===== src/rtl/pipe_ctrl_seq.sv =====
// pipe_ctrl_seq: EX/MEM/WB control-bundle pipeline with RAW-hazard stall, multi-cycle FPU hold and redirect squash; ID->EX latency 1 cycle.
// Backpressure: stall_ifid holds PC and IF/ID on a hazard; define PIPE_CTRL_FWD_EN when a bypass network exists (only load-use and busy stall).
module pipe_ctrl_seq #(
    parameter int CTRL_W   = 32,
    parameter int REG_AW   = 5,
    parameter int MDIV_LAT = 4
) (
    input  logic              clock,
    input  logic              reset,
    input  logic              id_valid,
    input  logic [CTRL_W-1:0] id_ctrl,
    input  logic [REG_AW-1:0] id_rs1,
    input  logic [REG_AW-1:0] id_rs2,
    input  logic              id_use1,
    input  logic              id_use2,
    input  logic              id_fpsrc,
    input  logic [REG_AW-1:0] id_rd,
    input  logic              id_regwe,
    input  logic              id_fpdest,
    input  logic              id_load,
    input  logic              id_mdiv,
    input  logic              ex_redirect,
    output logic              stall_ifid,
    output logic              ex_valid,
    output logic              mem_valid,
    output logic              wb_valid,
    output logic [CTRL_W-1:0] ex_ctrl,
    output logic [CTRL_W-1:0] mem_ctrl,
    output logic [CTRL_W-1:0] wb_ctrl,
    output logic              fpu_busy
);

    localparam int CNT_W = $clog2(MDIV_LAT);

    logic [REG_AW-1:0] ex_rd;
    logic              ex_regwe;
    logic              ex_fpdest;
    logic              ex_load;
    logic [CNT_W-1:0]  count;

    logic busy;
    logic hit_ex;
    logic data_haz;
    logic take_id;

    // A producer matches a source when it will write that exact register; GPR r0 is hard-wired.
    function automatic logic src_hit(
        input logic              s_valid,
        input logic              s_regwe,
        input logic              s_fpdest,
        input logic [REG_AW-1:0] s_rd,
        input logic [REG_AW-1:0] rs,
        input logic              src_used,
        input logic              fpsrc
    );
        return s_valid && s_regwe && src_used && (rs == s_rd) &&
               (fpsrc == s_fpdest) && (s_fpdest || (s_rd != '0));
    endfunction

    assign busy     = (count != '0);
    assign fpu_busy = busy;

    assign hit_ex = id_valid &&
                    (src_hit(ex_valid, ex_regwe, ex_fpdest, ex_rd, id_rs1, id_use1, id_fpsrc) ||
                     src_hit(ex_valid, ex_regwe, ex_fpdest, ex_rd, id_rs2, id_use2, id_fpsrc));

`ifdef PIPE_CTRL_FWD_EN
    assign data_haz = hit_ex && ex_load;
`else
    logic [REG_AW-1:0] mem_rd;
    logic              mem_regwe;
    logic              mem_fpdest;
    logic              hit_mem;

    // Without bypass a consumer waits until its producer reaches WB (WB writes in the first half-cycle).
    assign hit_mem = id_valid &&
                     (src_hit(mem_valid, mem_regwe, mem_fpdest, mem_rd, id_rs1, id_use1, id_fpsrc) ||
                      src_hit(mem_valid, mem_regwe, mem_fpdest, mem_rd, id_rs2, id_use2, id_fpsrc));
    assign data_haz = hit_ex || hit_mem;
`endif

    assign stall_ifid = (busy || data_haz) && !ex_redirect;
    assign take_id    = id_valid && !ex_redirect && !data_haz;

    always_ff @(posedge clock) begin
        if (reset) begin
            ex_valid  <= 1'b0;
            ex_ctrl   <= '0;
            ex_rd     <= '0;
            ex_regwe  <= 1'b0;
            ex_fpdest <= 1'b0;
            ex_load   <= 1'b0;
            mem_valid <= 1'b0;
            mem_ctrl  <= '0;
            wb_valid  <= 1'b0;
            wb_ctrl   <= '0;
            count     <= '0;
`ifndef PIPE_CTRL_FWD_EN
            mem_rd     <= '0;
            mem_regwe  <= 1'b0;
            mem_fpdest <= 1'b0;
`endif
        end else if (busy) begin
            // EX holds the FPU op; MEM receives bubbles until the count drains.
            count     <= count - 1'b1;
            mem_valid <= 1'b0;
            mem_ctrl  <= '0;
            wb_valid  <= mem_valid;
            wb_ctrl   <= mem_ctrl;
`ifndef PIPE_CTRL_FWD_EN
            mem_rd     <= '0;
            mem_regwe  <= 1'b0;
            mem_fpdest <= 1'b0;
`endif
        end else begin
            wb_valid  <= mem_valid;
            wb_ctrl   <= mem_ctrl;
            mem_valid <= ex_valid;
            mem_ctrl  <= ex_ctrl;
`ifndef PIPE_CTRL_FWD_EN
            mem_rd     <= ex_rd;
            mem_regwe  <= ex_regwe;
            mem_fpdest <= ex_fpdest;
`endif
            ex_valid  <= take_id;
            ex_ctrl   <= take_id ? id_ctrl : '0;
            ex_rd     <= take_id ? id_rd : '0;
            ex_regwe  <= take_id && id_regwe;
            ex_fpdest <= take_id && id_fpdest;
            ex_load   <= take_id && id_load;
            if (take_id && id_mdiv) begin
                count <= CNT_W'(MDIV_LAT - 1);
            end
        end
    end

`ifndef SYNTHESIS
    // A held FPU op is never a branch, so a redirect while busy means the front end is confused.
    always_ff @(posedge clock) begin
        if (!reset) begin
            redirect_while_busy: assert (!(ex_redirect && busy));
        end
    end
`endif

endmodule


===== config.mk =====
export PLATFORM = sky130hd
export DESIGN_NAME = pipe_ctrl_seq
export DESIGN_NICKNAME = d
export VERILOG_FILES = /design/src/rtl/pipe_ctrl_seq.sv
export SDC_FILE = /design/constraint.sdc
export NUM_CORES = 1
export LEC_CHECK = 0
export CAP_MARGIN = 15
export CORE_AREA = 5 5 102 104
export CTS_CLUSTER_SIZE = 40
export DETAILED_ROUTE_END_ITERATION = 7
export DIE_AREA = 0 0 107 109
export MAX_ROUTING_LAYER = met4
export PLACE_DENSITY_LB_ADDON = 0.1
export SETUP_SLACK_MARGIN = 0.4
export SLEW_MARGIN = 20
export SYNTH_ARGS = -nofsm -noshare
export SYNTH_HDL_FRONTEND = slang
export SYNTH_SLANG_ARGS = --single-unit

===== constraint.sdc =====
create_clock -name clock -period 4.3 [get_ports clock]
set_input_delay 0.43 -clock clock [delete_from_list [all_inputs] [get_ports clock]]
set_output_delay 0.43 -clock clock [all_outputs]
set_load 0.005 [all_outputs]

Yosys cells after proc, flatten, opt, wreduce, memory -nomap -nowiden
Index checks and enable logic that the tools add are counted.
{"block": "word_totals", "in_bits": 58, "word_cells": 63, "regBits": 115, "output_inout_bits": 101}
{"block": "op_classes", "n_eq_ne": 6, "n_reduce_logical": 39, "n_addsub": 1, "n_mux": 4}
{"op": "two-way mux 32 bit", "n": 1}
{"op": "logical AND 1 bit", "n": 26}
{"op": "equality test 5 bit", "n": 4}
{"op": "nonzero test 5 bit", "n": 2}
{"op": "logical OR 1 bit", "n": 6}
{"op": "two-way mux 5 bit", "n": 1}
{"op": "two-way mux 2 bit", "n": 2}
{"op": "nonzero test 2 bit", "n": 2}
{"op": "equality test 1 bit", "n": 2}
{"op": "zero test 1 bit", "n": 2}
{"op": "OR reduction 2 bit", "n": 1}
{"op": "subtractor 2 x 1 -> 2 bit (second input constant)", "n": 1}

Longest topological paths before layout
Gate-level depths: netlist of run 1.
{"block": "depth", "word_depth": 13, "mapped_depth": 7}

Least setup slack after synthesis of run 1
Ideal clock, no wire load.
{"block": "synth_path", "path_kind": "flip-flop to flip-flop", "start": "reg ex_rd[0]", "end": "reg ex_ctrl[16]", "arrival_ps": 1838, "stages_incl_launch_ff": 8, "period_less_slack_ps": 1907, "required_ps": 4230, "setup_slack_ps": 2393, "path_cell_list": "dfxtp_1 > or4_1 > o21ai_2 > nand2_2 > a221oi_4 > buf_6 > nand3_2 > a21oi_2"}
{"block": "synth_via", "elab_chain_len": 10, "elab_cells_between_ends": 16, "classes_between": "2 x eq/ne; 1 x mux; 13 x reduce/logical"}
{"element": "start, declared", "line_no": "35", "text": "logic [REG_AW-1:0] ex_rd;"}
{"element": "start signal, assigned", "line_no": "127", "text": "ex_rd <= take_id ? id_rd : '0;"}
{"element": "equality test 5 bit", "line_no": "56", "text": "return s_valid && s_regwe && src_used && (rs == s_rd) &&"}
{"element": "logical AND 1 bit (2 in series)", "line_no": "56"}
{"element": "logical AND 1 bit", "line_no": "57", "text": "(fpsrc == s_fpdest) && (s_fpdest || (s_rd != '0));"}
{"element": "logical OR 1 bit (*)", "line_no": "64", "text": "(src_hit(ex_valid, ex_regwe, ex_fpdest, ex_rd, id_rs1, id_use1, id_fpsrc) ||"}
{"element": "logical AND 1 bit (*)", "line_no": "63", "text": "assign hit_ex = id_valid &&"}
{"element": "logical OR 1 bit (*)", "line_no": "79", "text": "assign data_haz = hit_ex || hit_mem;"}
{"element": "zero test 1 bit (*)", "line_no": "83", "text": "assign take_id = id_valid && !ex_redirect && !data_haz;"}
{"element": "logical AND 1 bit (*)", "line_no": "83"}
{"element": "two-way mux 32 bit (*)", "line_no": "126", "text": "ex_ctrl <= take_id ? id_ctrl : '0;"}
{"element": "end signal, assigned", "line_no": "126"}
{"element": "end, declared", "line_no": "27", "text": "output logic [CTRL_W-1:0] ex_ctrl,"}
Mark *: on every way between the ends. The rest lies on a longest branch, timed or not.
A chain may end at the register's enable or synchronous reset.

Final worst setup path of run 1
{"block": "layout_path", "start": "reg ex_rd[0]", "end": "out stall_ifid"}
{"block": "layout_via", "elab_chain_len": 9, "elab_cells_between_ends": 15, "classes_between": "2 x eq/ne; 13 x reduce/logical"}
{"element": "equality test 5 bit", "line_no": "56"}
{"element": "logical AND 1 bit (2 in series)", "line_no": "56"}
{"element": "logical AND 1 bit", "line_no": "57"}
{"element": "logical OR 1 bit (*)", "line_no": "64"}
{"element": "logical AND 1 bit (*)", "line_no": "63"}
{"element": "logical OR 1 bit (*)", "line_no": "79"}
{"element": "logical OR 1 bit (*)", "line_no": "82", "text": "assign stall_ifid = (busy || data_haz) && !ex_redirect;"}
{"element": "logical AND 1 bit (*)", "line_no": "82"}
{"element": "end, declared", "line_no": "23", "text": "output logic stall_ifid,"}
Marks and branches as above.

==> results of run 1 <==
==> cell families after synthesis <==
| logic type | count (synthesis) | synth area share, % |
|---|---|---|
| mux | 1 | 0.236 |
| fa+ha+maj | 1 | 0.294 |
| buf+inv | 34 | 6.24 |
| flops | 115 | 54.2 |
| simple gates | 171 | 25.2 |
| xor+xnor | 20 | 4.12 |
| compound gates | 51 | 9.75 |
==> sequential cells by signal, summed over array words and instances (netlist names), 2 cells and up <==
register,count
count,2
mem_ctrl,32
ex_ctrl,32
wb_ctrl,32
mem_rd,5
ex_rd,5
==> worst max-delay path by stage <==
| stage | slack [ns] | endpoint | from |
|---|---|---|---|
| floorplan | 2.39 | ex_ctrl[16] | ex_rd[0] |
| global placement | 1.33 | stall_ifid | id_rs1[4] |
| detailed placement | 1.32 | stall_ifid | id_rs1[3] |
| CTS | 1.21 | stall_ifid | ex_rd[0] |
| global route | 1.07 | stall_ifid | ex_rd[4] |
| finish | 1.26 | stall_ifid | ex_rd[0] |
==> worst max-delay path, stage by stage, from the launching register on <==
cell and delay, ns:
dfxtp_1 0.35, or4_1 0.59, o21ai_2 0.15, nand2_2 0.10, a22oi_1 0.21, o21ai_0 0.10, nor2b_1 0.16, clkdlybuf4s50_1 0.44
==> cell type report <==
type	count	area (um^2)
well taps	114	143
flip-flops and latches	115	2300
multi-input cells	244	1690
clock inverters	9	151
inverters	5	18.8
repair buffers	162	1610
fillers	750	3080
clock buffers	23	467
==> stage by stage <==
step                power [W]  setup slack (ns)
finish                0.00328              1.26
global route          0.00343              1.07
CTS                   0.00332              1.21
detailed placement    0.00187              1.32
global placement      0.00186              1.33
floorplan             0.00168              2.39
==> cells in the final DEF, fill, tap and decap left out, types with 4 or more instances in the layout <==
| cell | Yosys | final |
|---|---|---|
| a21oi_2 | 31 | 31 |
| bufinv_16 | 0 | 4 |
| buf_4 | 0 | 6 |
| xnor2_1 | 20 | 20 |
| clkbuf_8 | 8 | 4 |
| nand3_2 | 31 | 31 |
| clkdlybuf4s50_1 | 0 | 156 |
| a21oi_1 | 9 | 9 |
| and3_1 | 39 | 39 |
| dfxtp_1 | 115 | 115 |
| nand3_1 | 8 | 8 |
| nand2_1 | 42 | 42 |
| nand4_1 | 8 | 8 |
| clkbuf_16 | 0 | 16 |
| nor2b_1 | 34 | 34 |
==> layer usage <==
metal	vias up	track usage [%]	share of wire, %
met5	-	-	0
met4	0	6.39	0.89
met3	8	5.21	5.1
met2	101	30.7	51
met1	1519	21.2	43
li1	1633	-	-
==> power by group through the flow <==
stage,sequential [W],combinational [W],clock [W]
3_5_place_dp,0.00120,0.000679,0
5_1_grt,0.00118,0.000730,0.00152
3_3_place_gp,0.00119,0.000669,0
2_1_floorplan,0.00119,0.000489,0
6_report,0.00117,0.000673,0.00144
4_1_cts,0.00117,0.000682,0.00146
==> run metrics, run 1 <==
status=finished clean; Post-synth EDFFs=0; required time worst endpoint=3.87 ns; Placer Congestion=0.843; vias=3,261; I/O Pins=159; Post-synth ARST share=0%; Core Region=0.00946 mm^2; Clock Power Share=43.7%; Startpoint Class=flip-flop; root buf cell=clkbuf_8; Reg2Reg Setup Slack=2.03 ns; P_sw=0.000892 W; fin crit share=70.7%; Initial Utilization=44.9%; P_int=0.00239 W; Mapped Nets=452; Post-Syn Area per Cell=10.8 um^2; number of global-route vias before repair=3,342; #FFs+latches synth=115; min-delay worst type=reg -> reg; CTS buffer count=17; cell depth of the worst hold path=1; FF-to-FF Start=ex_rd[0]; Hold EP=wb_ctrl[2]; hold_buf cts=0; post-synth design cell area=0.00425 mm^2; post-synthesis sequential area ratio=54.2%; largest net degree at the start of global routing=75; P_leak=2.37 nW; commonest cells in the netlist=dfxtp_1 (115), nand2_1 (42), and3_1 (39); Max H-tree Level=4; post-DP HPWL=6750 um; CTS clk-pin slew, worst paths=0.05 ns; worst IR drop on VDD=625 uV; DP Area=0.00576 mm^2; Worst R2R End=ex_ctrl[14]; worst reg2reg path depth=7; Least-Margin Pin Slew=0.958 ns; # setup viols final=0; setup TNS=0 ns; Yosys top cell by area=dfxtp_1; CP max FO=5; Sinks on Clock Net=115; Synth-to-Final Area Change=50.2%; synth top area cells=dfxtp_1 (54%), nand3_2 (7.3%), a21oi_2 (6.4%); Row Count=36; Die X-Extent=107 um; Finished Cell Area=0.00638 mm^2; via/cell ratio=4.85; worst-skew pair later-pin latency=0.51 ns; Die Ht=109 um; Worst Skew=0.0110 ns; initial drt markers=170; global-route wire length before repair=16,300 um; Gate power share=20.5%; Overall Global Routing Usage=18.3%; gr ovfl total=0; hold slack=0.459 ns; Final Util=67.5%; Post-Layout Cell Count=672; Worst Path Arrival=2.61 ns; max_cap viols=0; CTS resizes=0; Net Sw Frac=27.1%; final net count=604; max-slew violations=0; Post-Route WL=10,200 um; Most used DFF post-synth=dfxtp_1; hold_sp=mem_ctrl[2]; yosys warns=0; Period minus WS final=3.04 ns; unrepaired setup endpoints after global routing=false; ANT cells=0; Pre-Repair DR Iteration Count=4; Setup Fix Bufs, Post-CTS=0; final hold viol count=0; CTS tree=built; Max-Slew Margin vs Limit=36.1%; post-synth top area share=54.2%; cell with the most instances after synthesis=dfxtp_1; antenna violations before repair=0; Critical Path End Type=output pin; DR WL/cell=15.2 um; full die area=0.0117 mm^2; count of cell types in the netlist=32; antenna viol nets, final=0; DP Cell Count=640; f_max=0.329 GHz; cell count after synthesis=393; IO buf count=157; DRC=0; layout cells sized above 1=18.5%; clk buf depth=2; critical path class=reg -> out; sequential power share=35.7%; Power Density=515 mW/mm^2
Note: power is estimated with default switching activity, not from simulation.
==> inputs of run 2 (changes only) <==
CORE_AREA = 5 5 105 107   (was 5 5 102 104)
DIE_AREA = 0 0 110 112   (was 0 0 107 109)
clock period = 2.8 ns   (was 4.3 ns; I/O delays follow)
==> run 2 against run 1 <==
Effect of this change: count of clock-buffer cells in the layout increased by 1; die area increased by 5.6%; cell area increased by 1.1%; sequential share of layout area decreased by 0.19 points; total power increased by 46%; global-route usage decreased by 0.56 points; clock power increased by 33%; critical path type unchanged; highest routed layer unchanged.
==> run metrics, run 2 (same netlist as run 1, synthesis figures left out) <==
Initial Utilization=42.3% (-2.6 points); clk buf depth=2 (unchanged); IO buf count=157 (unchanged); final hold viol count=0 (unchanged); P_sw=0.00135 W (+52%); critical path class=reg -> out; initial drt markers=102 (-40%); Net Sw Frac=28.2% (+1.0 points); sequential power share=37.6% (+1.9 points); max-slew violations=0 (unchanged); Sinks on Clock Net=115 (unchanged); root buf cell=clkbuf_8; hold_buf cts=0 (unchanged); max_cap viols=0 (unchanged); Row Count=37 (+2.8%); Least-Margin Pin Slew=1.03 ns (+0.0708 ns); CP max FO=2 (-3); full die area=0.0123 mm^2 (+5.6%); CTS buffer count=17 (unchanged); worst-skew pair later-pin latency=0.50 ns (about the same); required time worst endpoint=2.52 ns (-1.35 ns); Pre-Repair DR Iteration Count=5 (+1); Worst Path Arrival=2.04 ns (-0.57 ns); vias=3,350 (+2.7%); setup TNS=0 ns (unchanged); P_int=0.00345 W (+44%); Max-Slew Margin vs Limit=31.0% (-5.1 points); Clock Power Share=39.8% (-3.9 points); post-DP HPWL=7120 um (+5.4%); antenna viol nets, final=0 (unchanged); ANT cells=0 (unchanged); CTS clk-pin slew, worst paths=0.05 ns (about the same); worst reg2reg path depth=9 (+2); Worst Skew=0.00811 ns (-0.00286 ns); number of global-route vias before repair=3,342 (unchanged); DRC=0 (unchanged); final net count=614 (+1.7%); Gate power share=22.6% (+2.1 points); I/O Pins=159 (unchanged); Post-Route WL=10,400 um (+1.9%); global-route wire length before repair=16,600 um (+2.0%); Reg2Reg Setup Slack=0.52 ns (-1.51 ns); gr ovfl total=0 (unchanged); Largest regs=ex_ctrl x32, mem_ctrl x32, wb_ctrl x32; status=finished clean; largest net degree at the start of global routing=42 (-44%); Core Region=0.0100 mm^2 (+6.2%); antenna violations before repair=0 (unchanged); commonest non-fill, non-tap cell in the layout=clkdlybuf4s50_1; Die Ht=112 um (+2.8%); min-delay worst type=in -> reg; P_leak=2.39 nW (+0.71%); # setup viols final=0 (unchanged); unrepaired setup endpoints after global routing=true; Max H-tree Level=4 (unchanged); f_max=0.431 GHz; Synth-to-Final Area Change=51.8%; Period minus WS final=2.32 ns; DR WL/cell=14.8 um (-2.3%); Power Density=744 mW/mm^2 (+45%); commonest cells after routing, fill and taps aside=clkdlybuf4s50_1 (155), dfxtp_1 (109), nand2_1 (41); Overall Global Routing Usage=17.8% (-0.56 points); Placer Congestion=0.886 (+5.1%); area of the multi-input gates=0.00173 mm^2 (+1.9%); Reg area=0.00231 mm^2 (+0.54%); via/cell ratio=4.78 (-1.5%); layout cells sized above 1=21.6% (+3.1 points); Critical Path End Type=output pin; Startpoint Class=flip-flop; Die X-Extent=110 um (+2.8%); hold slack=0.228 ns (-0.230 ns); CTS tree=built; FILL cells=854 (+14%); worst IR drop on VDD=495 uV (-21%); cell depth of the worst hold path=2 (+1); fin crit share=82.8%
## run 2: routing by layer
metal  wire length, um  global-route usage, %
met5                 0                      -
met4               122                   6.73
met3               622                   4.52
met2              5220                   28.9
met1              4420                   20.8
## run 2: metrics by stage
step | area, um^2 | instances | total power, W | utilization, % | setup slack [ns]
floorplan | 4250 | 393 | 0.00258 | - | 0.893
global placement | 5810 | 665 | 0.00289 | 57.9 | 0.152
detailed placement | 5810 | 665 | 0.00291 | 57.9 | 0.148
CTS | 6410 | 700 | 0.00486 | 63.9 | 0.415
global route | 6450 | 701 | 0.00504 | 64.2 | 0.366
finish | 6450 | 701 | 0.00480 | 64.2 | 0.481
## run 2: layout make-up
| type | instances | area share (%) |
|---|---|---|
| inverter | 5 | 0.291 |
| multi-input combinational | 244 | 26.8 |
| timing repair buffer | 172 | 26.2 |
| sequential | 115 | 35.9 |
| tap | 136 | 2.64 |
| clock inverter | 5 | 0.815 |
| clock buffer | 24 | 7.45 |
## run 2: path summary, 6_finish.rpt
kind                                  start           to
worst max-delay path               ex_rd[1]   stall_ifid
worst min-delay path                  reset  wb_ctrl[15]
worst max register to register    mem_rd[2]  ex_ctrl[13]
worst min register to register  mem_ctrl[9]   wb_ctrl[9]
## run 2: power groups by stage
stage | sequential [W] | combinational [W] | clock, W
global route | 0.00182 | 0.00118 | 0.00205
detailed placement | 0.00184 | 0.00107 | 0
CTS | 0.00180 | 0.00110 | 0.00196
finish | 0.00180 | 0.00108 | 0.00191
floorplan | 0.00183 | 0.000751 | 0
global placement | 0.00183 | 0.00106 | 0
## run 2: what timing repair did
item                       4_1_cts  5_1_grt
pin swaps                        6        5
gates resized for setup         17        7
buffers inserted                 6        1
setup endpoints to repair        1       41
hold endpoints to repair         0        0
## run 2: worst max-delay path: stages (launching register included)
cell     delay [ns]
dfxtp_4        0.34
or4_4          0.53
o21ai_2        0.13
nand2_2        0.07
a22oi_2        0.15
o21ai_1        0.07
nor2b_1        0.13
buf_2          0.12
==> inputs of run 3 (changes only) <==
clock period = 2.2 ns   (was 2.8 ns; I/O delays follow)
==> run 3 against run 2 <==
Effect of this change: the flow now finishes with violations (negative setup slack); global-route usage up 1.6 points; total power up 40%; routed wire length increased by 9.7%; non-clock buffer count up 13; critical endpoint is now ex_ctrl[3]; largest cell class unchanged; largest power group unchanged.
==> run metrics, run 3 (same netlist as run 1, synthesis figures left out) <==
DRC=0 (unchanged); Finished Cell Area=0.00682 mm^2 (+5.7%); pre-CTS setup slack=-0.169 ns (-0.317 ns); layout cells sized above 1=24.1% (+2.5 points); Placer Congestion=0.904 (+2.0%); max-slew violations=0 (unchanged); worst-skew pair later-pin latency=0.51 ns (about the same); CTS clk-pin slew, worst paths=0.05 ns (about the same); Max-Slew Margin vs Limit=33.8% (+2.8 points); Pre-Repair DR Iteration Count=6 (+1); I/O Pins=159 (unchanged); via/cell ratio=4.82 (+0.80%); CP cell instances=or4_4, o21ai_2, nand2_2, buf_4, a221oi_4, buf_6, buf_6, buf_16, nand3_2, a21oi_2; Worst Skew=0.00969 ns (+0.00158 ns); largest net degree at the start of global routing=75 (+79%); vias=3,454 (+3.1%); global-route wire length before repair=17,900 um (+7.8%); root buf cell=clkbuf_8; Die Ht=112 um (unchanged); DR WL/cell=15.9 um (+7.2%); failing checks=negative setup slack; full die area=0.0123 mm^2 (unchanged); Least-Margin Pin Slew=0.993 ns (-0.0351 ns); commonest non-fill, non-tap cell in the layout=clkdlybuf4s50_1; Row Count=37 (unchanged); final hold viol count=0 (unchanged); slowest CP cell=or4_4; Period minus WS final=2.29 ns; f_max=0.436 GHz; status=complete, but fails checks; Synth-to-Final Area Change=60.4%; number of global-route vias before repair=3,443 (+3.0%); unrepaired setup endpoints after global routing=true; min-delay worst type=in -> reg; antenna viol nets, final=0 (unchanged); Worst Path Arrival=2.72 ns (+0.68 ns); Setup WS post-layout=-0.0929 ns (-0.574 ns); Power Density=985 mW/mm^2 (+32%); Largest regs=ex_ctrl x32, mem_ctrl x32, wb_ctrl x32; Overall Global Routing Usage=19.4% (+1.6 points); CTS buffer count=17 (unchanged); Reg area=0.00231 mm^2 (-0.38%); Worst Path Buf+Inv=4 (+3); required time worst endpoint=2.63 ns (+0.11 ns); Sinks on Clock Net=115 (unchanged); gr ovfl total=0 (unchanged); Crit path largest cell delay=0.55 ns (+0.02 ns); FILL cells=797 (-6.7%); Core Region=0.0100 mm^2 (unchanged); Critical Path End Type=flip-flop; critical path's most frequent cell=buf_6; commonest cells after routing, fill and taps aside=clkdlybuf4s50_1 (154), dfxtp_1 (112), nand2_1 (42); worst IR drop on VDD=616 uV (+24%); hold_buf cts=0 (unchanged); CP delay by family, top=simple AND/OR/NAND/NOR gates; Initial Utilization=42.3% (unchanged); # setup viols final=12 (+12); Max H-tree Level=4 (unchanged); Post-Route WL=11,400 um (+9.7%); Final Util=67.9% (+3.6 points); final net count=627 (+2.1%); fin crit share=104%; area of the multi-input gates=0.00175 mm^2 (+1.6%); CP max FO=6 (+4); Die X-Extent=110 um (unchanged); DP Area=0.00591 mm^2 (+1.6%); Startpoint Class=flip-flop; initial drt markers=165 (+62%); max_cap viols=0 (unchanged); P_leak=2.57 nW (+7.4%); post-DP HPWL=7330 um (+2.9%); clk buf depth=2 (unchanged); antenna violations before repair=0 (unchanged); ANT cells=0 (unchanged); hold slack=0.288 ns (+0.0592 ns); critical path class=reg -> reg; IO buf count=157 (unchanged); CTS tree=built
run 3: power by group:
part / internal, W / switching [W] / leakage, nW
clock: 0.00203 / 0.000918 / 0.315
sequential: 0.00221 / 0.0000777 / 0.931
combinational: 0.000621 / 0.000847 / 1.32
run 3: layer usage:
| metal | global-route usage (%) | vias to the layer above | wire [um] | part of all wire, % |
|---|---|---|---|---|
| met4 | 7.32 | 0 | 200 | 1.8 |
| met2 | 30.5 | 116 | 5750 | 51 |
| met1 | 23.4 | 1635 | 4720 | 41 |
| li1 | - | 1687 | - | - |
| met3 | 5.28 | 16 | 711 | 6.2 |
| met5 | - | - | 0 | 0 |
run 3: layout make-up:
class	instances	share of cell area, %
Clock inverter	10	2.61
Multi-Input combinational cell	244	25.7
Clock buffer	22	6.79
Timing Repair Buffer	185	28.3
Sequential cell	115	33.8
Tap cell	136	2.50
Inverter	5	0.275
run 3: worst reg2reg max path: stages (launching register included):
cell	delay, ns
dfxtp_2	0.32
or4_4	0.55
o21ai_2	0.15
nand2_2	0.07
buf_4	0.15
a221oi_4	0.29
buf_6	0.22
buf_6	0.13
buf_16	0.12
nand3_2	0.08
a21oi_2	0.15
run 3: metrics by stage:
stage	TNS, ns	cells	total power [W]
floorplan	0	393	0.00329
CTS	-0.156	715	0.00673
finish	-0.548	717	0.00671
detailed placement	-0.338	674	0.00373
global route	-3.95	717	0.00701
global placement	-0.138	674	0.00371
run 3: what timing repair did:
action,in CTS,in global routing
gates cloned,5,1
buffers inserted,4,1
pin swaps,11,11
endpoints found under the setup margin,44,43
resized for setup,18,10
run 3: final timing paths:
check | start | endpoint | slack, ns | cells past startpoint
setup / recovery | ex_rd[0] | ex_ctrl[3] | -0.09 | 10
hold / removal | id_ctrl[30] | ex_ctrl[30] | 0.29 | 3
setup reg to reg | ex_rd[0] | ex_ctrl[3] | -0.09 | 10
hold reg to reg | mem_ctrl[31] | wb_ctrl[31] | 0.45 | 1
